**src/rtl/hilo_muldiv_if.sv**
```systemverilog
// Request/read bus between the pipeline and the HI/LO multiply/divide unit.
interface hilo_muldiv_if #(parameter int WIDTH = 32);
  logic             start;
  logic [1:0]       op;
  logic [WIDTH-1:0] A;
  logic [WIDTH-1:0] B;
  logic             rd_en;
  logic             rd_sel;
  logic [WIDTH-1:0] rd_data;
  logic             busy;
  logic             stall;
  logic             done;
  logic             div_by_zero;

  modport master (
    output start, op, A, B, rd_en, rd_sel,
    input  rd_data, busy, stall, done, div_by_zero
  );

  modport slave (
    input  start, op, A, B, rd_en, rd_sel,
    output rd_data, busy, stall, done, div_by_zero
  );
endinterface

```
**src/rtl/hilo_muldiv_unit.sv**
```systemverilog
// Iterative 32-cycle multiply/divide unit with MIPS-style HI/LO result registers.
// Shift-add multiply and restoring divide run on magnitudes; signs are fixed up in FIX.
module hilo_muldiv_unit #(
  parameter int WIDTH = 32
) (
  input  logic         clk,
  input  logic         reset,
  hilo_muldiv_if.slave bus
);

  typedef enum logic [1:0] {S_IDLE, S_MUL, S_DIV, S_FIX} state_t;

  state_t           r_state;
  logic [4:0]       r_cnt;
  logic [WIDTH-1:0] r_hi, r_lo;
  logic [WIDTH-1:0] r_a_raw;
  logic [WIDTH-1:0] r_b;
  logic [WIDTH-1:0] r_q;
  logic [WIDTH:0]   r_acc;
  logic             r_is_div, r_neg_p, r_neg_r;
  logic             r_busy, r_done, r_dbz;

  function automatic logic [WIDTH-1:0] neg_if(input logic [WIDTH-1:0] v, input logic neg);
    logic signed [WIDTH-1:0] s;
    s = $signed(v);
    return neg ? $unsigned(-s) : v;
  endfunction

  function automatic logic [2*WIDTH-1:0] neg_if_wide(input logic [2*WIDTH-1:0] v, input logic neg);
    logic signed [2*WIDTH-1:0] s;
    s = $signed(v);
    return neg ? $unsigned(-s) : v;
  endfunction

  logic             w_sa, w_sb;
  logic [WIDTH:0]   w_add;
  logic [WIDTH:0]   w_trial;
  logic [WIDTH:0]   w_sub;
  logic             w_ge;
  logic [2*WIDTH-1:0] w_prod;
  logic [WIDTH-1:0] w_quo, w_rem;

  assign w_sa    = bus.op[0] & bus.A[WIDTH-1];
  assign w_sb    = bus.op[0] & bus.B[WIDTH-1];

  // Multiply step: add multiplicand when the current multiplier LSB is set, then shift right.
  assign w_add   = r_acc + {1'b0, (r_q[0] ? r_b : {WIDTH{1'b0}})};

  // Divide step: shift next dividend bit into the partial remainder and try subtracting.
  assign w_trial = {r_acc[WIDTH-1:0], r_q[WIDTH-1]};
  assign w_ge    = (w_trial >= {1'b0, r_b});
  assign w_sub   = w_trial - {1'b0, r_b};

  assign w_prod  = neg_if_wide({r_acc[WIDTH-1:0], r_q}, r_neg_p);
  assign w_quo   = neg_if(r_q, r_neg_p);
  assign w_rem   = neg_if(r_acc[WIDTH-1:0], r_neg_r);

  always_ff @(posedge clk or posedge reset) begin
    if (reset) begin
      r_state  <= S_IDLE;
      r_cnt    <= '0;
      r_hi     <= '0;
      r_lo     <= '0;
      r_a_raw  <= '0;
      r_b      <= '0;
      r_q      <= '0;
      r_acc    <= '0;
      r_is_div <= 1'b0;
      r_neg_p  <= 1'b0;
      r_neg_r  <= 1'b0;
      r_busy   <= 1'b0;
      r_done   <= 1'b0;
      r_dbz    <= 1'b0;
    end else begin
      r_done <= 1'b0;
      case (r_state)
        S_IDLE: begin
          if (bus.start) begin
            r_a_raw  <= bus.A;
            r_q      <= neg_if(bus.A, w_sa);
            r_b      <= neg_if(bus.B, w_sb);
            r_acc    <= '0;
            r_cnt    <= '0;
            r_is_div <= bus.op[1];
            r_neg_p  <= w_sa ^ w_sb;
            r_neg_r  <= w_sa;
            r_dbz    <= bus.op[1] & (bus.B == '0);
            r_busy   <= 1'b1;
            r_state  <= bus.op[1] ? S_DIV : S_MUL;
          end
        end
        S_MUL: begin
          r_acc <= {1'b0, w_add[WIDTH:1]};
          r_q   <= {w_add[0], r_q[WIDTH-1:1]};
          r_cnt <= r_cnt + 5'd1;
          if (r_cnt == 5'd31) r_state <= S_FIX;
        end
        S_DIV: begin
          r_acc <= w_ge ? w_sub : w_trial;
          r_q   <= {r_q[WIDTH-2:0], w_ge};
          r_cnt <= r_cnt + 5'd1;
          if (r_cnt == 5'd31) r_state <= S_FIX;
        end
        S_FIX: begin
          if (!r_is_div) begin
            r_hi <= w_prod[2*WIDTH-1:WIDTH];
            r_lo <= w_prod[WIDTH-1:0];
          end else if (r_dbz) begin
            // Divide by zero returns the raw dividend in HI and all-ones in LO.
            r_hi <= r_a_raw;
            r_lo <= {WIDTH{1'b1}};
          end else begin
            r_hi <= w_rem;
            r_lo <= w_quo;
          end
          r_busy  <= 1'b0;
          r_done  <= 1'b1;
          r_state <= S_IDLE;
        end
        default: r_state <= S_IDLE;
      endcase
    end
  end

  assign bus.rd_data     = bus.rd_sel ? r_hi : r_lo;
  assign bus.busy        = r_busy;
  assign bus.stall       = bus.rd_en & r_busy;
  assign bus.done        = r_done;
  assign bus.div_by_zero = r_dbz;

endmodule

```
**src/flat_wrapper.sv**
```systemverilog
// flat-port wrapper written by rule: the top's interface ports become plain ports
module hilo_muldiv_unit_flat 
#(
  parameter int WIDTH = 32
)
  (clk, reset, bus_start, bus_op, bus_A, bus_B, bus_rd_en, bus_rd_sel, bus_rd_data, bus_busy, bus_stall, bus_done, bus_div_by_zero);
  hilo_muldiv_if #(.WIDTH(WIDTH)) bus_i ();
  input  logic clk;
  input  logic reset;
  input wire logic [$bits(bus_i.start)-1:0] bus_start;
  input wire logic [$bits(bus_i.op)-1:0] bus_op;
  input wire logic [$bits(bus_i.A)-1:0] bus_A;
  input wire logic [$bits(bus_i.B)-1:0] bus_B;
  input wire logic [$bits(bus_i.rd_en)-1:0] bus_rd_en;
  input wire logic [$bits(bus_i.rd_sel)-1:0] bus_rd_sel;
  output wire logic [$bits(bus_i.rd_data)-1:0] bus_rd_data;
  output wire logic [$bits(bus_i.busy)-1:0] bus_busy;
  output wire logic [$bits(bus_i.stall)-1:0] bus_stall;
  output wire logic [$bits(bus_i.done)-1:0] bus_done;
  output wire logic [$bits(bus_i.div_by_zero)-1:0] bus_div_by_zero;
  assign bus_i.start = bus_start;
  assign bus_i.op = bus_op;
  assign bus_i.A = bus_A;
  assign bus_i.B = bus_B;
  assign bus_i.rd_en = bus_rd_en;
  assign bus_i.rd_sel = bus_rd_sel;
  assign bus_rd_data = bus_i.rd_data;
  assign bus_busy = bus_i.busy;
  assign bus_stall = bus_i.stall;
  assign bus_done = bus_i.done;
  assign bus_div_by_zero = bus_i.div_by_zero;
  hilo_muldiv_unit #(.WIDTH(WIDTH)) u_core (.clk(clk), .reset(reset), .bus(bus_i));
endmodule
```
**config.mk**
```make
export PLATFORM = sky130hd
export DESIGN_NAME = hilo_muldiv_unit_flat
export DESIGN_NICKNAME = d
export VERILOG_FILES = /design/src/rtl/hilo_muldiv_if.sv /design/src/rtl/hilo_muldiv_unit.sv /design/src/flat_wrapper.sv
export SDC_FILE = /design/constraint.sdc
export NUM_CORES = 1
export LEC_CHECK = 0
export ABC_AREA = 1
export CAP_MARGIN = 20
export CELL_PAD_IN_SITES_DETAIL_PLACEMENT = 1
export CELL_PAD_IN_SITES_GLOBAL_PLACEMENT = 1
export CORE_AREA = 2 2 205 207
export CTS_CLUSTER_SIZE = 30
export DETAILED_ROUTE_END_ITERATION = 10
export DIE_AREA = 0 0 207 209
export PLACE_DENSITY_LB_ADDON = 0.1
export SYNTH_ARGS = -nofsm -noshare
export SYNTH_HDL_FRONTEND = slang
export SYNTH_SLANG_ARGS = --single-unit
```
**constraint.sdc**
```tcl
create_clock -name clk -period 17.3 [get_ports clk]
set_clock_uncertainty 0.1 [all_clocks]
set_input_delay 1.73 -clock clk [delete_from_list [all_inputs] [get_ports clk]]
set_output_delay 1.73 -clock clk [all_outputs]
set_load 0.05 [all_outputs]
```
==> flow_summary.yaml <==
sta:
  rsz0062_at_grt: "false"
  whs_ns: 0.3937
  fmax_ghz: 0.1856
  setup_viol: 0
  hold_viol: 0
  worstMarginPinSlew_ns: 1.083
  slew_headroom_pct: 27.38
  fin_crit_sh_pct: 31.15
  slew_violations: 0
  setup-tns-final_ns: 0
  layout_min_cycle_time_ns: 5.389
synthesis:
  synth_top_area_share_pct: 26.89
  synth_top_family_by_area: "simple AND/OR/NAND/NOR gates"
  synthFlopType: "dfrtp_1"
  synthMuxAreaShare_pct: 0.7050
  synth_area_leader_cell: "dfrtp_1"
  yosys.area_share.adder_pct: 5.039
  synth-xor-area-share_pct: 3.336
  synthSimpleGateAreaFrac_pct: 36.78
  synth_nets: 3292
  async_flop_share_pct: 100.0
  avgSynthCellArea_sq_um: 6.095
  synth_compound_area_share_pct: 16.25
  yosysSeqAreaShare_pct: 26.89
  syn_area_sq_um: 19170
  synth_edf_count: 0
  synthTopCellsByArea: "dfrtp_1 (27%), nand2_1 (18%), inv_1 (8.4%), nand3_1 (7.3%), nor2_1 (6.9%)"
  synth_cells: 3145
  yosys_warnings: 0
  ys_seq_elements: 206
  ys_types: 53
global_route:
  gr-usage-all-layers_pct: 40.46
  globalRouteMet1Util_pct: 55.31
  met3_usage_pct: 9.754
  met2_usage_pct: 62.14
  grt_overflow: 0
  top_usage_layer: "met2"
  grt_pass1_vias: 23000
  antenna_found_initial: 4
  grt_max_degree: 133
  grt_pass1_wl_um: 135800
detailed_routing:
  routed_via_density: 6.073
  drt_iter0_drc: 2008
  firstDrtPassIters: 6
  drc: 0
  vias: 22750
  avgRoutedWirePerCell_um: 23.83
  final_antenna_net_count: 0
  drt_wl_total_um: 89230
layout:
  drive_gt1_share_pct: 4.055
  syn_to_final_growth_pct: 12.01
  final_nets: 3336
  fillCellCount: 5749
  n_antenna_cell: 0
setup_path:
  start_kind: "input pin"
  arrival_ns: 3.56
  cp_slowest_cell: "clkdlybuf4s50_1"
  setup.worst_path.end_class: "output port"
  path_delay_family: "buffers and inverters"
  max_stage_delay_ns: 0.88
  path_class: "in -> out"
  critPathRequiredTime_ns: 15.47
  crit_chain: "buf_2 -> nand2_1 -> o21ai_0 -> clkdlybuf4s50_1"
  cp_num_buf_inv: 2
  cp_max_fo: 52
placed_design:
  dp_hpwl_um: 70650
  place.port_buffers: 106
  gp_congestion: 1.034
cts:
  cts_tree: "yes"
  cts-resized-gates: 0
  cts_buffers: 26
  root_buffer: "clkbuf_16"
  cts_setup_buffers: 0
  ctsHtreeMaxLevel: 1
  clk_latency_ns: 0.58
  clk_pin_slew_worst_paths_ns: 0.06
  clk_path_buf_depth: 3
  clkSinkCount: 206
  hold_buffers: 0
floorplanning:
  num_rows: 75
  start_util_pct: 46.42
  design.die.area_sq_um: 43260
  ios: 107
  die_x_um: 207
  core_area_sq_um: 41290
  die_h_um: 209
outcome:
  status: "finished, final reports clean"
min_path:
  hp-class: "reg -> reg"
run:
  maxCapViolCount: 0
==> path summary, 6_finish.rpt <==
path	startpoint	end	slack, ns	depth (start not counted)
min in group asynchronous	reset	u_core.r_hi[21]$_DFFE_PP0P_	1.62	2
max in group asynchronous	reset	u_core.r_q[0]$_DFFE_PP0P_	13.62	3
max reg2reg	u_core.r_state[0]$_DFFE_PP0P_	u_core.r_acc[11]$_DFFE_PP0P_	12.73	9
min reg2reg	u_core.r_a_raw[19]$_DFFE_PP0P_	u_core.r_a_raw[19]$_DFFE_PP0P_	0.39	2
min	u_core.r_a_raw[19]$_DFFE_PP0P_	u_core.r_a_raw[19]$_DFFE_PP0P_	0.39	2
max	bus_rd_sel	bus_rd_data[5]	11.91	4
==> logic make-up after synthesis <==
logic type / Yosys count
adders and majority gates: 76
xor gates and xnor gates: 73
buffers and inverters: 547
and+or+nand+nor: 1676
DFF: 206
muxes: 12
AOI/OAI and AO/OA: 555
==> cells in the mapped netlist (28+ instances only) <==
| master | instances |
|---|---|
| a21oi_1 | 190 |
| a22oi_1 | 28 |
| clkbuf_1 | 77 |
| dfrtp_1 | 206 |
| ha_1 | 74 |
| inv_1 | 429 |
| nand2_1 | 900 |
| nand3_1 | 278 |
| nand4_1 | 40 |
| nor2_1 | 354 |
| nor3_1 | 32 |
| o21ai_0 | 232 |
| xor2_1 | 60 |
==> area by class of cell <==
class | count | area, sq um | area share, %
Multi-Input combinational cell | 2392 | 11920 | 55.51
Sequential cell | 206 | 5157 | 24.02
Timing Repair Buffer | 122 | 1196 | 5.571
Clock buffer | 34 | 750.7 | 3.497
Inverter | 441 | 1663 | 7.745
Clock inverter | 11 | 111.4 | 0.5186
Tap cell | 539 | 674.4 | 3.141
==> cells in the final DEF, fill, tap and decap left out, types with 6 or more instances in the layout <==
master,count
nand3b_1,16
nand2_1,898
clkinv_1,6
ha_1,73
nor3_1,32
clkbuf_8,7
a21o_1,6
xnor2_1,13
dfrtp_1,204
a32oi_1,9
a22oi_1,28
inv_2,6
o22ai_1,19
o21ai_1,9
a21oi_1,190
mux2_2,12
inv_1,428
o211ai_1,6
or2_2,7
o21ai_0,232
nand3_1,278
clkdlybuf4s50_1,105
nor4_1,8
nor2_2,10
nor2_1,354
nand2_2,10
nand4_1,40
clkbuf_16,26
xor2_1,60
buf_4,15
a221oi_1,26
a31oi_1,10
clkinv_2,7
==> layer usage <==
metal / wire [um] / up-vias / part of all wire, %
li1: - / 10300 / -
met1: 38090 / 11080 / 43
met2: 38210 / 1109 / 43
met3: 9232 / 248 / 10
met4: 3649 / 8 / 4.1
met5: 46 / - / 0.052
==> stage by stage <==
step | util, % | cells | setup slack, ns | cell area (sq um)
2_1_floorplan | - | 3145 | 9.846 | 19170
3_3_place_gp | 49.85 | 3699 | 12.06 | 20580
5_1_grt | 52.00 | 3745 | 11.82 | 21470
4_1_cts | 51.93 | 3744 | 11.91 | 21440
3_5_place_dp | 49.85 | 3699 | 11.90 | 20580
6_report | 52.00 | 3745 | 11.91 | 21470
==> sequential cells by signal, indices dropped and copies added (netlist names), 2 cells and up <==
register        count
u_core.r_q         32
u_core.r_a_raw     32
u_core.r_hi        32
u_core.r_acc       33
u_core.r_cnt        5
u_core.r_lo        32
u_core.r_b         32
u_core.r_state      2
==> worst min-delay path, delay by kind of cell (launching register included) <==
| family | cells | cell delay [ns] |
|---|---|---|
| AO/OA/AOI/OAI | 1 | 0.06 |
| flip-flops | 1 | 0.35 |
| AND/OR/NAND/NOR | 1 | 0.05 |
Power is left out: the tool's default activity adds up to more than one toggle a clock period on the data nets, which glitch-free logic cannot reach.
